File: src/rtl/dma_bus_arbiter.sv
// Arbitrates the shared 6502/MARIA address bus: halts the CPU on a DMA request,
// hands the bus to MARIA once the CPU lets go, then returns it after a holdoff.
module dma_bus_arbiter #(
    parameter int HOLDOFF_CYCLES = 1,
    parameter int HALT_TIMEOUT   = 8,
    parameter int CNT_W          = 8
) (
    input  logic             clk_sys,
    input  logic             reset,
    input  logic             pclk0,
    input  logic             pclk1,
    input  logic             halt_enable,
    input  logic             dma_req,
    input  logic             dma_end,
    input  logic             cpu_released,
    input  logic [15:0]      cpu_ab,
    input  logic             cpu_rwn,
    input  logic [15:0]      maria_ab,
    output logic             halt_n,
    output logic             dma_grant,
    output logic [15:0]      ab,
    output logic             rw,
    output logic [CNT_W-1:0] dma_cycles,
    output logic             halt_timeout
);

    localparam int WAIT_W = (HALT_TIMEOUT > 0) ? $clog2(HALT_TIMEOUT + 1) : 1;
    localparam int HOLD_W = (HOLDOFF_CYCLES > 0) ? $clog2(HOLDOFF_CYCLES + 1) : 1;

    localparam logic [WAIT_W-1:0] WAIT_MAX  = WAIT_W'(HALT_TIMEOUT);
    localparam logic [HOLD_W-1:0] HOLD_INIT = HOLD_W'(HOLDOFF_CYCLES);
    localparam logic [CNT_W-1:0]  LEN_MAX   = {CNT_W{1'b1}};

    typedef enum logic [2:0] {
        S_IDLE,
        S_HALTING,
        S_DMA,
        S_RELEASE,
        S_HOLDOFF
    } state_t;

    state_t            state_reg, state_next;
    logic              halt_n_reg, halt_n_next;
    logic              grant_reg, grant_next;
    logic [WAIT_W-1:0] wait_reg, wait_next;
    logic [CNT_W-1:0]  len_reg, len_next;
    logic [HOLD_W-1:0] hold_reg, hold_next;
    logic [CNT_W-1:0]  dma_cycles_reg, dma_cycles_next;
    logic              timeout_reg, timeout_next;
    logic [15:0]       last_ab_reg;

    logic [WAIT_W-1:0] wait_inc;
    logic [CNT_W-1:0]  len_inc;

    // Saturating increments, qualified by the Phi1 enable
    assign wait_inc = (pclk1 && (wait_reg != WAIT_MAX)) ? wait_reg + WAIT_W'(1) : wait_reg;
    assign len_inc  = (pclk1 && (len_reg != LEN_MAX)) ? len_reg + CNT_W'(1) : len_reg;

    always_ff @(posedge clk_sys or posedge reset) begin
        if (reset) begin
            state_reg      <= S_IDLE;
            halt_n_reg     <= 1'b1;
            grant_reg      <= 1'b0;
            wait_reg       <= '0;
            len_reg        <= '0;
            hold_reg       <= '0;
            dma_cycles_reg <= '0;
            timeout_reg    <= 1'b0;
            last_ab_reg    <= '0;
        end else begin
            state_reg      <= state_next;
            halt_n_reg     <= halt_n_next;
            grant_reg      <= grant_next;
            wait_reg       <= wait_next;
            len_reg        <= len_next;
            hold_reg       <= hold_next;
            dma_cycles_reg <= dma_cycles_next;
            timeout_reg    <= timeout_next;
            last_ab_reg    <= ab;
        end
    end

    always_comb begin
        state_next      = state_reg;
        halt_n_next     = halt_n_reg;
        grant_next      = grant_reg;
        wait_next       = wait_reg;
        len_next        = len_reg;
        hold_next       = hold_reg;
        dma_cycles_next = dma_cycles_reg;
        timeout_next    = timeout_reg;

        case (state_reg)
            S_IDLE: begin
                if (pclk1 && dma_req && halt_enable) begin
                    state_next  = S_HALTING;
                    halt_n_next = 1'b0;
                    wait_next   = '0;
                end
            end

            S_HALTING: begin
                wait_next = wait_inc;
                if (wait_inc == WAIT_MAX) begin
                    timeout_next = 1'b1;
                end
                // Release takes priority over a dropped request; the grant
                // is held off across a Phi2 enable so it never coincides with it.
                if (cpu_released) begin
                    if (!pclk0) begin
                        state_next = S_DMA;
                        grant_next = 1'b1;
                        len_next   = '0;
                    end
                end else if (!dma_req) begin
                    state_next  = S_RELEASE;
                    halt_n_next = 1'b1;
                end
            end

            S_DMA: begin
                len_next = len_inc;
                if (dma_end) begin
                    state_next      = S_RELEASE;
                    halt_n_next     = 1'b1;
                    grant_next      = 1'b0;
                    dma_cycles_next = len_inc;
                end
            end

            S_RELEASE: begin
                if (!cpu_released) begin
                    if (HOLDOFF_CYCLES == 0) begin
                        state_next = S_IDLE;
                    end else begin
                        state_next = S_HOLDOFF;
                        hold_next  = HOLD_INIT;
                    end
                end
            end

            S_HOLDOFF: begin
                if (hold_reg == '0) begin
                    state_next = S_IDLE;
                end else if (pclk1) begin
                    hold_next = hold_reg - HOLD_W'(1);
                end
            end

            default: begin
                state_next  = S_IDLE;
                halt_n_next = 1'b1;
                grant_next  = 1'b0;
            end
        endcase
    end

    // With the CPU off the bus but no grant yet (or after it), park on the last address
    always_comb begin
        case ({cpu_released, grant_reg})
            2'b10:   ab = last_ab_reg;
            2'b11:   ab = maria_ab;
            default: ab = cpu_ab;
        endcase
    end

    assign rw           = cpu_released ? 1'b1 : cpu_rwn;
    assign halt_n       = halt_n_reg;
    assign dma_grant    = grant_reg;
    assign dma_cycles   = dma_cycles_reg;
    assign halt_timeout = timeout_reg;

endmodule

File: config.mk
export PLATFORM = sky130hd
export DESIGN_NAME = dma_bus_arbiter
export DESIGN_NICKNAME = d
export VERILOG_FILES = /design/src/rtl/dma_bus_arbiter.sv
export SDC_FILE = /design/constraint.sdc
export NUM_CORES = 1
export LEC_CHECK = 0
export BUFFER_PORTS_ARGS = -buffer_cell sky130_fd_sc_hd__buf_2
export CAP_MARGIN = 15
export CELL_PAD_IN_SITES_DETAIL_PLACEMENT = 1
export CELL_PAD_IN_SITES_GLOBAL_PLACEMENT = 2
export CORE_MARGIN = 2
export CORE_UTILIZATION = 29
export CTS_CLUSTER_DIAMETER = 40
export DETAILED_ROUTE_END_ITERATION = 8
export GPL_TIMING_DRIVEN = 0
export PLACE_DENSITY = 0.73
export SYNTH_ARGS = -nofsm -noshare
export SYNTH_HDL_FRONTEND = slang
export SYNTH_SLANG_ARGS = --single-unit
File: constraint.sdc
create_clock -name clk_sys -period 1.5 [get_ports clk_sys]
set_input_delay 0.075 -clock clk_sys [delete_from_list [all_inputs] [get_ports clk_sys]]
set_output_delay 0.075 -clock clk_sys [all_outputs]
set_load 0.005 [all_outputs]
==> results of run 1 <==
kinds of logic (layout without fill, tap and decap cells):
kind of cell / after synthesis / count (layout) / share of synthesized area (%)
compound gates: 71 / 71 / 20.2
xor+xnor: 5 / 5 / 1.89
fa+ha+maj: 3 / 3 / 1.62
buf+inv: 26 / 126 / 5.50
flops: 43 / 43 / 46.4
mux: 18 / 18 / 7.82
simple gates: 76 / 76 / 16.6
worst min path at each step:
stage / start / to / slack, ns / depth (start not counted)
finish: cpu_ab[10] / last_ab_reg[10]$_DFF_PP0_ / 0.03 / 3
global route: cpu_ab[10] / last_ab_reg[10]$_DFF_PP0_ / 0.04 / 3
CTS: cpu_ab[1] / last_ab_reg[1]$_DFF_PP0_ / 0.03 / 3
detailed placement: reset / dma_cycles[0]$_DFFE_PP0P_ / 0.04 / 2
global placement: cpu_ab[7] / last_ab_reg[7]$_DFF_PP0_ / 0.34 / 3
floorplan: cpu_rwn / rw / 0.24 / 1
critical path: stages, from the launching register on:
cell and delay (ns):
sky130_fd_sc_hd__dfrtp_1 0.40, sky130_fd_sc_hd__buf_6 0.14, sky130_fd_sc_hd__buf_12 0.14, sky130_fd_sc_hd__mux2i_1 0.12, sky130_fd_sc_hd__a21oi_1 0.20, sky130_fd_sc_hd__buf_2 0.15
power by group:
part / total [W] / internal [W] / switching (W)
combinational: 0.00248 / 0.00127 / 0.00122
clock: 0.000749 / 0.000328 / 0.000421
sequential: 0.00170 / 0.00146 / 0.000241
total: 0.00493 / 0.00305 / 0.00188
area by class of cell:
type / count / area, um2 / area share (%)
buffer: 13 / 101 / 3.16
timing repair buffer: 92 / 556 / 17.3
clock buffer: 7 / 76.3 / 2.38
sequential: 43 / 1080 / 33.7
tap: 102 / 128 / 3.98
inverter: 13 / 51.3 / 1.60
multi-input combinational: 173 / 1210 / 37.7
clock inverter: 1 / 5.00 / 0.156
cells in the final DEF, fill, tap and decap left out, types with 6 or more instances in the layout:
cell,instances
sky130_fd_sc_hd__mux2i_1,15
sky130_fd_sc_hd__nand3_1,9
sky130_fd_sc_hd__o21ai_1,6
sky130_fd_sc_hd__dfrtp_1,39
sky130_fd_sc_hd__inv_1,9
sky130_fd_sc_hd__buf_4,21
sky130_fd_sc_hd__a21oi_1,23
sky130_fd_sc_hd__nor2_1,23
sky130_fd_sc_hd__buf_2,70
sky130_fd_sc_hd__o21ai_0,6
sky130_fd_sc_hd__nand2_1,21
metal layers:
metal  global-route usage [%]  share of wire (%)
met2                     27.2                 50
met5                        0                  0
met4                     4.41                1.0
met1                     21.9                 47
met3                     2.98                2.5
what timing repair did:
item                                    in CTS  in global routing
pin swaps                                    7                 16
hold buffers                                 1                  0
buffers inserted                             6                 16
endpoints found under the setup margin      22                 34
resized for setup                            8                 30
hold endpoints to repair                    11                  0
per-stage QoR:
step	utilization, %	setup TNS (ns)	instances
floorplan	-	0	242
global placement	36.1	-14.37	412
detailed placement	36.4	-0.647	413
CTS	38.6	0	428
global route	41.5	-0.735	444
finish	41.5	-0.0201	444
==> results_tabular.tex, run 1 <==
\begin{tabular}{lr}
\hline
Metric & Value \\
\hline
\multicolumn{2}{l}{\textbf{Placed design}} \\
Area post-placement & 2810 um2 \\
Routability-driven placement congestion ratio & 0.777 \\
Number of I/O port buffers & 68 \\
Sum of net half-perimeters after detailed placement & 4750 um \\
Worst setup slack before clock tree synthesis & -0.105 ns \\
\multicolumn{2}{l}{\textbf{CTS}} \\
Root Buffer Master & sky130\_fd\_sc\_hd\_\_clkbuf\_8 \\
TritonCTS Buffers & 5 \\
H-tree depth & 2 \\
TritonCTS clock tree & done \\
Clock tree sinks & 43 \\
Clock-pin slew reported for the worst setup and hold paths after clock tree synthesis & 0.09 ns \\
Clock latency on the worst-skew pair & 0.30 ns \\
Largest buffer count on any clock path & 2 \\
\multicolumn{2}{l}{\textbf{Final layout}} \\
Layout-stage area growth over the synthesis result & 38.2\% \\
Proportion of layout cells with a drive suffix above 1 & 41.8\% \\
Antenna cell count & 0 \\
Max FFs per register & 16 \\
Final Instance Area & 3210 um2 \\
Fill cell count & 938 \\
Nets & 385 \\
\multicolumn{2}{l}{\textbf{Pwr}} \\
Leakage power total & 1.46 nW \\
Maximum vdd drop & 530 uV \\
Post-layout power & 0.00493 W \\
Power Density & 1540 nW/um2 \\
\multicolumn{2}{l}{\textbf{Synth}} \\
Biggest area consumer among synthesized cells & sky130\_fd\_sc\_hd\_\_dfrtp\_1 \\
Cell with the most instances after synthesis & sky130\_fd\_sc\_hd\_\_dfrtp\_1 \\
Largest cells by area after synthesis & sky130\_fd\_sc\_hd\_\_dfrtp\_1, sky130\_fd\_sc\_hd\_\_mux2i\_1, sky130\_fd\_sc\_hd\_\_a21oi\_1 \\
Number of flops mapped to enable cells by yosys & 0 \\
Count of cell types in the netlist & 56 \\
Synth warnings & 0 \\
Avg Cell Area, Syn & 9.59 um2 \\
Post-synthesis instance area & 2320 um2 \\
Main synth FF type & sky130\_fd\_sc\_hd\_\_dfrtp\_1 \\
Fraction of post-synthesis cell area in the top cell type by area & 45.3\% \\
Number of storage elements in the synthesis netlist & 43 \\
Most instantiated cells after synthesis & sky130\_fd\_sc\_hd\_\_dfrtp\_1, sky130\_fd\_sc\_hd\_\_a21oi\_1, sky130\_fd\_sc\_hd\_\_nor2\_1 \\
Gate count of the mapped netlist & 242 \\
Share of synthesized flip-flops with an asynchronous set or reset & 100\% \\
Post-Syn Nets & 286 \\
Post-synthesis sequential area ratio & 46.4\% \\
\multicolumn{2}{l}{\textbf{STA}} \\
Slew at the pin closest to its max-slew limit & 0.502 ns \\
Time the worst path needs with I/O delays and setup & 1.52 ns \\
\# setup viols final & 2 \\
Worst rel slew slack & 66.5\% \\
Final hold violation count & 0 \\
Final period utilization & 101\% \\
Unrepaired setup endpoints after global routing & true \\
Slack of the critical path & -0.0192 ns \\
Final count of pins violating max slew & 0 \\
Peak Freq & 658 MHz \\
Worst hold slack across all endpoints & 0.0312 ns \\
Clock skew & 0.0117 ns \\
\multicolumn{2}{l}{\textbf{Setup path}} \\
Startpoint type of the worst setup path & flip-flop \\
Destination of the critical timing path & ab[15] \\
Depth of the most critical reg-to-reg path & 6 \\
Crit Path Category & flip-flop to output pin \\
WP data arrival & 1.44 ns \\
Critical Path Sink Type & output pin \\
Beginning of the critical path & dma\_grant\$\_DFFE\_PP0P\_ \\
Reg-to-reg critical path startpoint & wait\_reg[1]\$\_DFFE\_PP0P\_ \\
Worst-path fanout max & 9 \\
Critical path data required time & 1.42 ns \\
Worst R2R End & wait\_reg[0]\$\_DFFE\_PP0P\_ \\
Reg-to-reg setup timing slack & 0.07 ns \\
\multicolumn{2}{l}{\textbf{Floorplan}} \\
Core Area & 7730 um2 \\
Die height & 93.5 um \\
Die span in x & 93.5 um \\
Initial core utilization & 30.0\% \\
Placement row count & 32 \\
Number of ports placed on the die boundary & 69 \\
Full die area & 8730 um2 \\
\multicolumn{2}{l}{\textbf{Detailed routing}} \\
Routed WL per cell & 15.3 um \\
Routed vias & 2,158 \\
First-pass iteration count of the detailed router & 4 \\
Vias per std cell & 4.86 \\
Total length of routed wires & 6810 um \\
Drc violations & 0 \\
Initial DRC count & 43 \\
Residual antenna-violating net count after detailed routing & 0 \\
\multicolumn{2}{l}{\textbf{Run}} \\
Max-capacitance violation count & 0 \\
\multicolumn{2}{l}{\textbf{Global routing}} \\
Global route total overflow & 0 \\
Initial antenna violation count & 0 \\
Via count of the first global-routing pass & 2,289 \\
Overall fraction of global-route tracks in use & 16.4\% \\
Wire length of the first global-routing pass & 11,400 um \\
Pin count of the biggest net entering global routing & 33 \\
\multicolumn{2}{l}{\textbf{Hold path}} \\
Worst min path class & primary input to flip-flop \\
\multicolumn{2}{l}{\textbf{Status}} \\
Outcome & complete, but fails checks \\
Failing checks & negative setup slack \\
\hline
\end{tabular}
No activity file was read; power rests on OpenSTA's default activity.
==> run 2, diff against run 1 <==
Settings changed: BUFFER_PORTS_ARGS -buffer_cell sky130_fd_sc_hd__buf_2 to -buffer_cell sky130_fd_sc_hd__clkbuf_2, CORE_UTILIZATION 29 to 31, PLACE_DENSITY 0.73 to 0.77.
==> results_tabular.tex, run 2 (synthesis results as in run 1) <==
\begin{tabular}{lr}
\hline
Metric & Value \\
\hline
\multicolumn{2}{l}{\textbf{Status}} \\
Outcome & completed \\
\multicolumn{2}{l}{\textbf{STA}} \\
Final count of pins violating max slew & 0 (unchanged) \\
Total negative slack for setup checks & 0 ns (+0.0201 ns) \\
Final hold violation count & 0 (unchanged) \\
Worst rel slew slack & 72.6\% (+6.1 points) \\
\# setup viols final & 0 (-2) \\
Time the worst path needs with I/O delays and setup & 1.49 ns (-0.0316 ns) \\
Slew at the pin closest to its max-slew limit & 0.410 ns (-0.0920 ns) \\
Peak Freq & 672 MHz (+2.1\%) \\
Clock skew & 0.00659 ns (-0.00512 ns) \\
Unrepaired setup endpoints after global routing & true \\
Final period utilization & 99.2\% (-2.1 points) \\
\multicolumn{2}{l}{\textbf{Setup path}} \\
Depth of the most critical reg-to-reg path & 6 (unchanged) \\
Critical Path Sink Type & output pin \\
Worst-path fanout max & 10 (+1) \\
Critical path data required time & 1.42 ns (about the same) \\
Beginning of the critical path & dma\_grant\$\_DFFE\_PP0P\_ \\
WP data arrival & 1.41 ns (-0.03 ns) \\
Startpoint type of the worst setup path & flip-flop \\
Crit Path Category & flip-flop to output pin \\
Reg-to-reg critical path startpoint & wait\_reg[1]\$\_DFFE\_PP0P\_ \\
\multicolumn{2}{l}{\textbf{Floorplan}} \\
Number of ports placed on the die boundary & 69 (unchanged) \\
Full die area & 8190 um2 (-6.2\%) \\
Placement row count & 31 (-3.1\%) \\
Initial core utilization & 32.0\% (+2.0 points) \\
Die height & 90.5 um (-3.1\%) \\
Die span in x & 90.5 um (-3.1\%) \\
Core Area & 7250 um2 (-6.1\%) \\
\multicolumn{2}{l}{\textbf{Final layout}} \\
Max FFs per register & 16 (unchanged) \\
Layout Utilization & 44.6\% (+3.0 points) \\
Antenna cell count & 0 (unchanged) \\
Commonest cells after routing, fill and taps aside & sky130\_fd\_sc\_hd\_\_clkbuf\_2, sky130\_fd\_sc\_hd\_\_dfrtp\_1, sky130\_fd\_sc\_hd\_\_nor2\_1, sky130\_fd\_sc\_hd\_\_nand2\_1 \\
Fill cell count & 885 (-5.7\%) \\
Proportion of layout cells with a drive suffix above 1 & 43.2\% (+1.3 points) \\
Nets & 379 (-1.6\%) \\
Commonest non-fill, non-tap cell in the layout & sky130\_fd\_sc\_hd\_\_clkbuf\_2 \\
Layout-stage area growth over the synthesis result & 39.2\% \\
\multicolumn{2}{l}{\textbf{Detailed routing}} \\
Drc violations & 0 (unchanged) \\
Routed WL per cell & 15.5 um (+1.3\%) \\
Residual antenna-violating net count after detailed routing & 0 (unchanged) \\
First-pass iteration count of the detailed router & 4 (unchanged) \\
Initial DRC count & 68 (+58\%) \\
Vias per std cell & 4.96 (+2.1\%) \\
Routed vias & 2,159 (+0.046\%) \\
Total length of routed wires & 6760 um (-0.78\%) \\
\multicolumn{2}{l}{\textbf{Pwr}} \\
Leakage power total & 1.48 nW (+1.2\%) \\
Power Density & 1560 nW/um2 (+1.5\%) \\
Maximum vdd drop & 584 uV (+10\%) \\
\multicolumn{2}{l}{\textbf{Placed design}} \\
Routability-driven placement congestion ratio & 0.734 (-5.5\%) \\
Number of I/O port buffers & 68 (unchanged) \\
Sum of net half-perimeters after detailed placement & 4750 um (about the same) \\
\multicolumn{2}{l}{\textbf{CTS}} \\
TritonCTS Buffers & 5 (unchanged) \\
Clock-pin slew reported for the worst setup and hold paths after clock tree synthesis & 0.09 ns (about the same) \\
Clock tree sinks & 43 (unchanged) \\
Largest buffer count on any clock path & 2 (unchanged) \\
Root Buffer Master & sky130\_fd\_sc\_hd\_\_clkbuf\_8 \\
Clock latency on the worst-skew pair & 0.29 ns (about the same) \\
H-tree depth & 2 (unchanged) \\
TritonCTS clock tree & done \\
\multicolumn{2}{l}{\textbf{Global routing}} \\
Wire length of the first global-routing pass & 11,000 um (-3.2\%) \\
Via count of the first global-routing pass & 2,175 (-5.0\%) \\
Global route total overflow & 0 (unchanged) \\
Initial antenna violation count & 0 (unchanged) \\
Overall fraction of global-route tracks in use & 16.3\% (-0.051 points) \\
Pin count of the biggest net entering global routing & 35 (+6.1\%) \\
\multicolumn{2}{l}{\textbf{Hold path}} \\
Worst Hold Path Cells & 3 (unchanged) \\
Worst min path class & primary input to flip-flop \\
Source of the worst hold timing path & cpu\_ab[5] \\
\multicolumn{2}{l}{\textbf{Run}} \\
Max-capacitance violation count & 0 (unchanged) \\
\hline
\end{tabular}
[run 2: path summary, 6_finish.rpt]
check,slack (ns),end
min reg2reg,0.47,halt_timeout$_DFFE_PP0P_
max in group asynchronous,0.73,halt_n$_DFFE_PP1P_
max reg2reg,0.04,wait_reg[0]$_DFFE_PP0P_
min in group asynchronous,0.25,halt_timeout$_DFFE_PP0P_
min,0.02,last_ab_reg[5]$_DFF_PP0_
max,0.01,ab[9]
[run 2: where the power goes]
group          internal (W)  switching [W]  total, W
clock              0.000540       0.000416  0.000955
combinational       0.00117        0.00120   0.00237
sequential          0.00146       0.000260   0.00172
total               0.00317        0.00187   0.00504
[run 2: cell type report]
cell class,instances,area (um2),area share [%]
multi-input combinational,173,1250,38.6
clock inverter,2,35.0,1.08
clock buffer,6,82.6,2.56
inverter,13,51.3,1.59
tap,99,124,3.83
sequential,43,1080,33.5
buffer,13,105,3.25
timing repair buffer,86,503,15.6
[run 2: routing by layer]
metal  part of all wire [%]  global-route usage (%)  wire [um]
met5                      0                       0          0
met4                   0.89                    3.46         60
met3                    1.8                    2.17        124
met2                     51                    28.1       3470
met1                     46                    21.9       3100
[run 2: worst max-delay path, cell delays in order (launching register included)]
cell	delay, ns
sky130_fd_sc_hd__dfrtp_1	0.38
sky130_fd_sc_hd__buf_6	0.14
sky130_fd_sc_hd__buf_12	0.14
sky130_fd_sc_hd__mux2i_1	0.25
sky130_fd_sc_hd__a21oi_2	0.09
sky130_fd_sc_hd__clkbuf_2	0.12
[run 2: timing repair]
| action | 4_1_cts | 5_1_grt |
|---|---|---|
| hold endpoints to repair | 42 | 0 |
| pin swaps | 6 | 20 |
| buffers inserted | 8 | 8 |
| endpoints found under the setup margin | 23 | 29 |
| resized for setup | 11 | 45 |
| hold buffers | 1 | 0 |
[run 2: stage by stage]
step                hold slack (ns)  total power (W)  setup WS [ns]  instances  cell area (um2)
floorplan                     0.235          0.00295          0.112        242             2320
global placement              0.329          0.00351         -0.320        409             2790
detailed placement          0.00901          0.00357        -0.0756        410             2810
CTS                          0.0151          0.00481       0.000298        427             3050
global route                 0.0180          0.00540        -0.0515        435             3230
finish                       0.0183          0.00504         0.0125        435             3230
==> run 3, diff against run 2 <==
--- a/constraint.sdc
+++ b/constraint.sdc
@@ -3,2 +3,2 @@
 set_output_delay 0.075 -clock clk_sys [all_outputs]
-set_load 0.005 [all_outputs]
+set_load 0.01 [all_outputs]
==> results_tabular.tex, run 3 (synthesis results as in run 1) <==
\begin{tabular}{lr}
\hline
Metric & Value \\
\hline
\multicolumn{2}{l}{\textbf{Status}} \\
Outcome & complete, but fails checks \\
Failing checks & negative setup slack \\
\multicolumn{2}{l}{\textbf{Setup path}} \\
CP peak stage delay & 0.41 ns (+0.03 ns) \\
Crit Path Category & flip-flop to output pin \\
Worst-path fanout max & 5 (-5) \\
Cells along the critical path & buf\_6 > buf\_12 > mux2i\_1 > a21oi\_1 > buf\_2 \\
Critical path's top delay family & buffers and inverters \\
Critical Path Sink Type & output pin \\
Critical path data required time & 1.42 ns (about the same) \\
Slowest CP cell & sky130\_fd\_sc\_hd\_\_dfrtp\_1 \\
Startpoint type of the worst setup path & flip-flop \\
Worst R2R End & wait\_reg[0]\$\_DFFE\_PP0P\_ \\
Reg-to-reg critical path startpoint & wait\_reg[1]\$\_DFFE\_PP0P\_ \\
WP data arrival & 1.48 ns (+0.07 ns) \\
Depth of the most critical reg-to-reg path & 6 (unchanged) \\
Reg-to-reg setup timing slack & 0.02 ns (-0.02 ns) \\
WP buf/inv & 3 (unchanged) \\
\multicolumn{2}{l}{\textbf{Placed design}} \\
Routability-driven placement congestion ratio & 0.734 (unchanged) \\
Number of I/O port buffers & 68 (unchanged) \\
Sum of net half-perimeters after detailed placement & 4750 um (unchanged) \\
Area post-placement & 2810 um2 (unchanged) \\
\multicolumn{2}{l}{\textbf{Pwr}} \\
Leakage power total & 1.49 nW (+0.71\%) \\
Net Switching & 0.00195 W (+4.1\%) \\
Post-layout power & 0.00518 W (+2.6\%) \\
Maximum vdd drop & 576 uV (-1.4\%) \\
Internal cell power & 0.00323 W (+1.8\%) \\
Power Density & 1600 nW/um2 (+2.3\%) \\
Switching share of power & 37.6\% (+0.53 points) \\
Combinational power share & 48.3\% (+1.3 points) \\
Register share of total power & 33.0\% (-1.1 points) \\
Clock share of power & 18.7\% (-0.2 points) \\
\multicolumn{2}{l}{\textbf{STA}} \\
Slack of the critical path & -0.0546 ns (-0.0671 ns) \\
Unrepaired setup endpoints after global routing & true \\
Slew at the pin closest to its max-slew limit & 0.435 ns (+0.0249 ns) \\
Time the worst path needs with I/O delays and setup & 1.55 ns (+0.0671 ns) \\
Clock skew & 0.00950 ns (+0.00291 ns) \\
Final hold violation count & 0 (unchanged) \\
\# setup viols final & 7 (+7) \\
Final period utilization & 104\% (+4.5 points) \\
Worst rel slew slack & 71.0\% (-1.7 points) \\
Peak Freq & 643 MHz (-4.3\%) \\
Final count of pins violating max slew & 0 (unchanged) \\
\multicolumn{2}{l}{\textbf{Final layout}} \\
Commonest non-fill, non-tap cell in the layout & sky130\_fd\_sc\_hd\_\_clkbuf\_2 \\
Antenna cell count & 0 (unchanged) \\
Proportion of layout cells with a drive suffix above 1 & 42.8\% (-0.38 points) \\
Commonest cells after routing, fill and taps aside & sky130\_fd\_sc\_hd\_\_clkbuf\_2, sky130\_fd\_sc\_hd\_\_dfrtp\_1, sky130\_fd\_sc\_hd\_\_nor2\_1, sky130\_fd\_sc\_hd\_\_nand2\_1 \\
Layout-stage area growth over the synthesis result & 39.7\% \\
Final Instance Area & 3240 um2 (+0.31\%) \\
Max FFs per register & 16 (unchanged) \\
Nets & 382 (+0.79\%) \\
\multicolumn{2}{l}{\textbf{Detailed routing}} \\
Residual antenna-violating net count after detailed routing & 0 (unchanged) \\
Initial DRC count & 67 (-1.5\%) \\
Total length of routed wires & 6890 um (+1.9\%) \\
First-pass iteration count of the detailed router & 4 (unchanged) \\
Routed vias & 2,176 (+0.79\%) \\
Drc violations & 0 (unchanged) \\
Routed WL per cell & 15.7 um (+1.2\%) \\
Vias per std cell & 4.97 (about the same) \\
\multicolumn{2}{l}{\textbf{Floorplan}} \\
Placement row count & 31 (unchanged) \\
Full die area & 8190 um2 (unchanged) \\
Die span in x & 90.5 um (unchanged) \\
Core Area & 7250 um2 (unchanged) \\
Initial core utilization & 32.0\% (unchanged) \\
Die height & 90.5 um (unchanged) \\
Number of ports placed on the die boundary & 69 (unchanged) \\
\multicolumn{2}{l}{\textbf{Global routing}} \\
Wire length of the first global-routing pass & 11,200 um (+1.8\%) \\
Overall fraction of global-route tracks in use & 16.7\% (+0.35 points) \\
Global route total overflow & 0 (unchanged) \\
Pin count of the biggest net entering global routing & 35 (unchanged) \\
Via count of the first global-routing pass & 2,212 (+1.7\%) \\
Initial antenna violation count & 0 (unchanged) \\
\multicolumn{2}{l}{\textbf{CTS}} \\
H-tree depth & 2 (unchanged) \\
Clock latency on the worst-skew pair & 0.30 ns (about the same) \\
Clock-pin slew reported for the worst setup and hold paths after clock tree synthesis & 0.09 ns (about the same) \\
TritonCTS Buffers & 5 (unchanged) \\
Largest buffer count on any clock path & 2 (unchanged) \\
Root Buffer Master & sky130\_fd\_sc\_hd\_\_clkbuf\_8 \\
TritonCTS clock tree & done \\
Clock tree sinks & 43 (unchanged) \\
\multicolumn{2}{l}{\textbf{Hold path}} \\
Worst min path class & primary input to flip-flop \\
Hold path endpoint & last\_ab\_reg[5]\$\_DFF\_PP0\_ \\
Source of the worst hold timing path & cpu\_ab[5] \\
Worst Hold Path Cells & 3 (unchanged) \\
\multicolumn{2}{l}{\textbf{Run}} \\
Max-capacitance violation count & 0 (unchanged) \\
\hline
\end{tabular}
## run 3: area by class of cell
class | count | area [um2]
clock buffers | 6 | 82.6
clock inverters | 2 | 35.0
well taps | 99 | 124
repair buffers | 89 | 546
fillers | 887 | 4010
plain buffers | 13 | 105
inverters | 13 | 51.3
multi-input cells | 173 | 1220
flip-flops and latches | 43 | 1080
## run 3: what timing repair did
| action | CTS | global route |
|---|---|---|
| hold buffers | 1 | 0 |
| buffers inserted | 13 | 5 |
| cloned | 1 | 0 |
| setup endpoints to repair | 28 | 29 |
| resized for setup | 12 | 43 |
| hold endpoints to repair | 42 | 0 |
| pin swaps | 16 | 9 |
## run 3: per-stage QoR
step | setup slack, ns | TNS [ns] | cells | hold WS [ns] | util (%)
4_1_cts | -0.0178 | -0.0645 | 433 | 0.0151 | 43.0
5_1_grt | -0.107 | -1.18 | 438 | 0.0343 | 44.7
3_5_place_dp | -0.0756 | -0.728 | 410 | 0.00901 | 38.7
3_3_place_gp | -0.320 | -13.47 | 409 | 0.329 | 38.4
6_report | -0.0546 | -0.190 | 438 | 0.0124 | 44.7
2_1_floorplan | 0.112 | 0 | 242 | 0.254 | -
## run 3: worst max-delay path by stage
stage / slack [ns] / startpoint / depth (start not counted) / endpoint
after floorplan: 0.11 / len_reg[1]$_DFFE_PP0P_ / 5 / dma_cycles[6]$_DFFE_PP0P_
final: -0.05 / dma_grant$_DFFE_PP0P_ / 5 / ab[12]
after CTS: -0.02 / dma_grant$_DFFE_PP0P_ / 5 / ab[14]
after global routing: -0.11 / dma_grant$_DFFE_PP0P_ / 5 / ab[12]
after detailed placement: -0.08 / len_reg[1]$_DFFE_PP0P_ / 5 / dma_cycles[6]$_DFFE_PP0P_
after global placement: -0.32 / reset / 2 / wait_reg[0]$_DFFE_PP0P_
## run 3: metal layers
layer  wire length [um]  part of all wire, %  up-vias  track usage [%]
met5                  0                    0        -                0
met4                 59                 0.86        0             3.46
met3                132                  1.9        5             2.17
met2               3510                   51       34             28.9
met1               3190                   46     1078             22.3
li1                   -                    -     1059                -
## run 3: worst register-to-register path, stage by stage (launching register included)
cell and delay, ns:
sky130_fd_sc_hd__dfrtp_1 0.44, sky130_fd_sc_hd__inv_1 0.08, sky130_fd_sc_hd__ha_2 0.17, sky130_fd_sc_hd__nand2_2 0.06
sky130_fd_sc_hd__o21a_4 0.24, sky130_fd_sc_hd__nor2b_4 0.13, sky130_fd_sc_hd__mux2_4 0.25
## run 3: power by group through the flow
stage          combinational (W)  sequential (W)  clock, W
2_1_floorplan            0.00132         0.00169         0
3_3_place_gp             0.00188         0.00169         0
3_5_place_dp             0.00192         0.00171         0
4_1_cts                  0.00233         0.00170  0.000983
5_1_grt                  0.00275         0.00175   0.00102
6_report                 0.00250         0.00171  0.000968
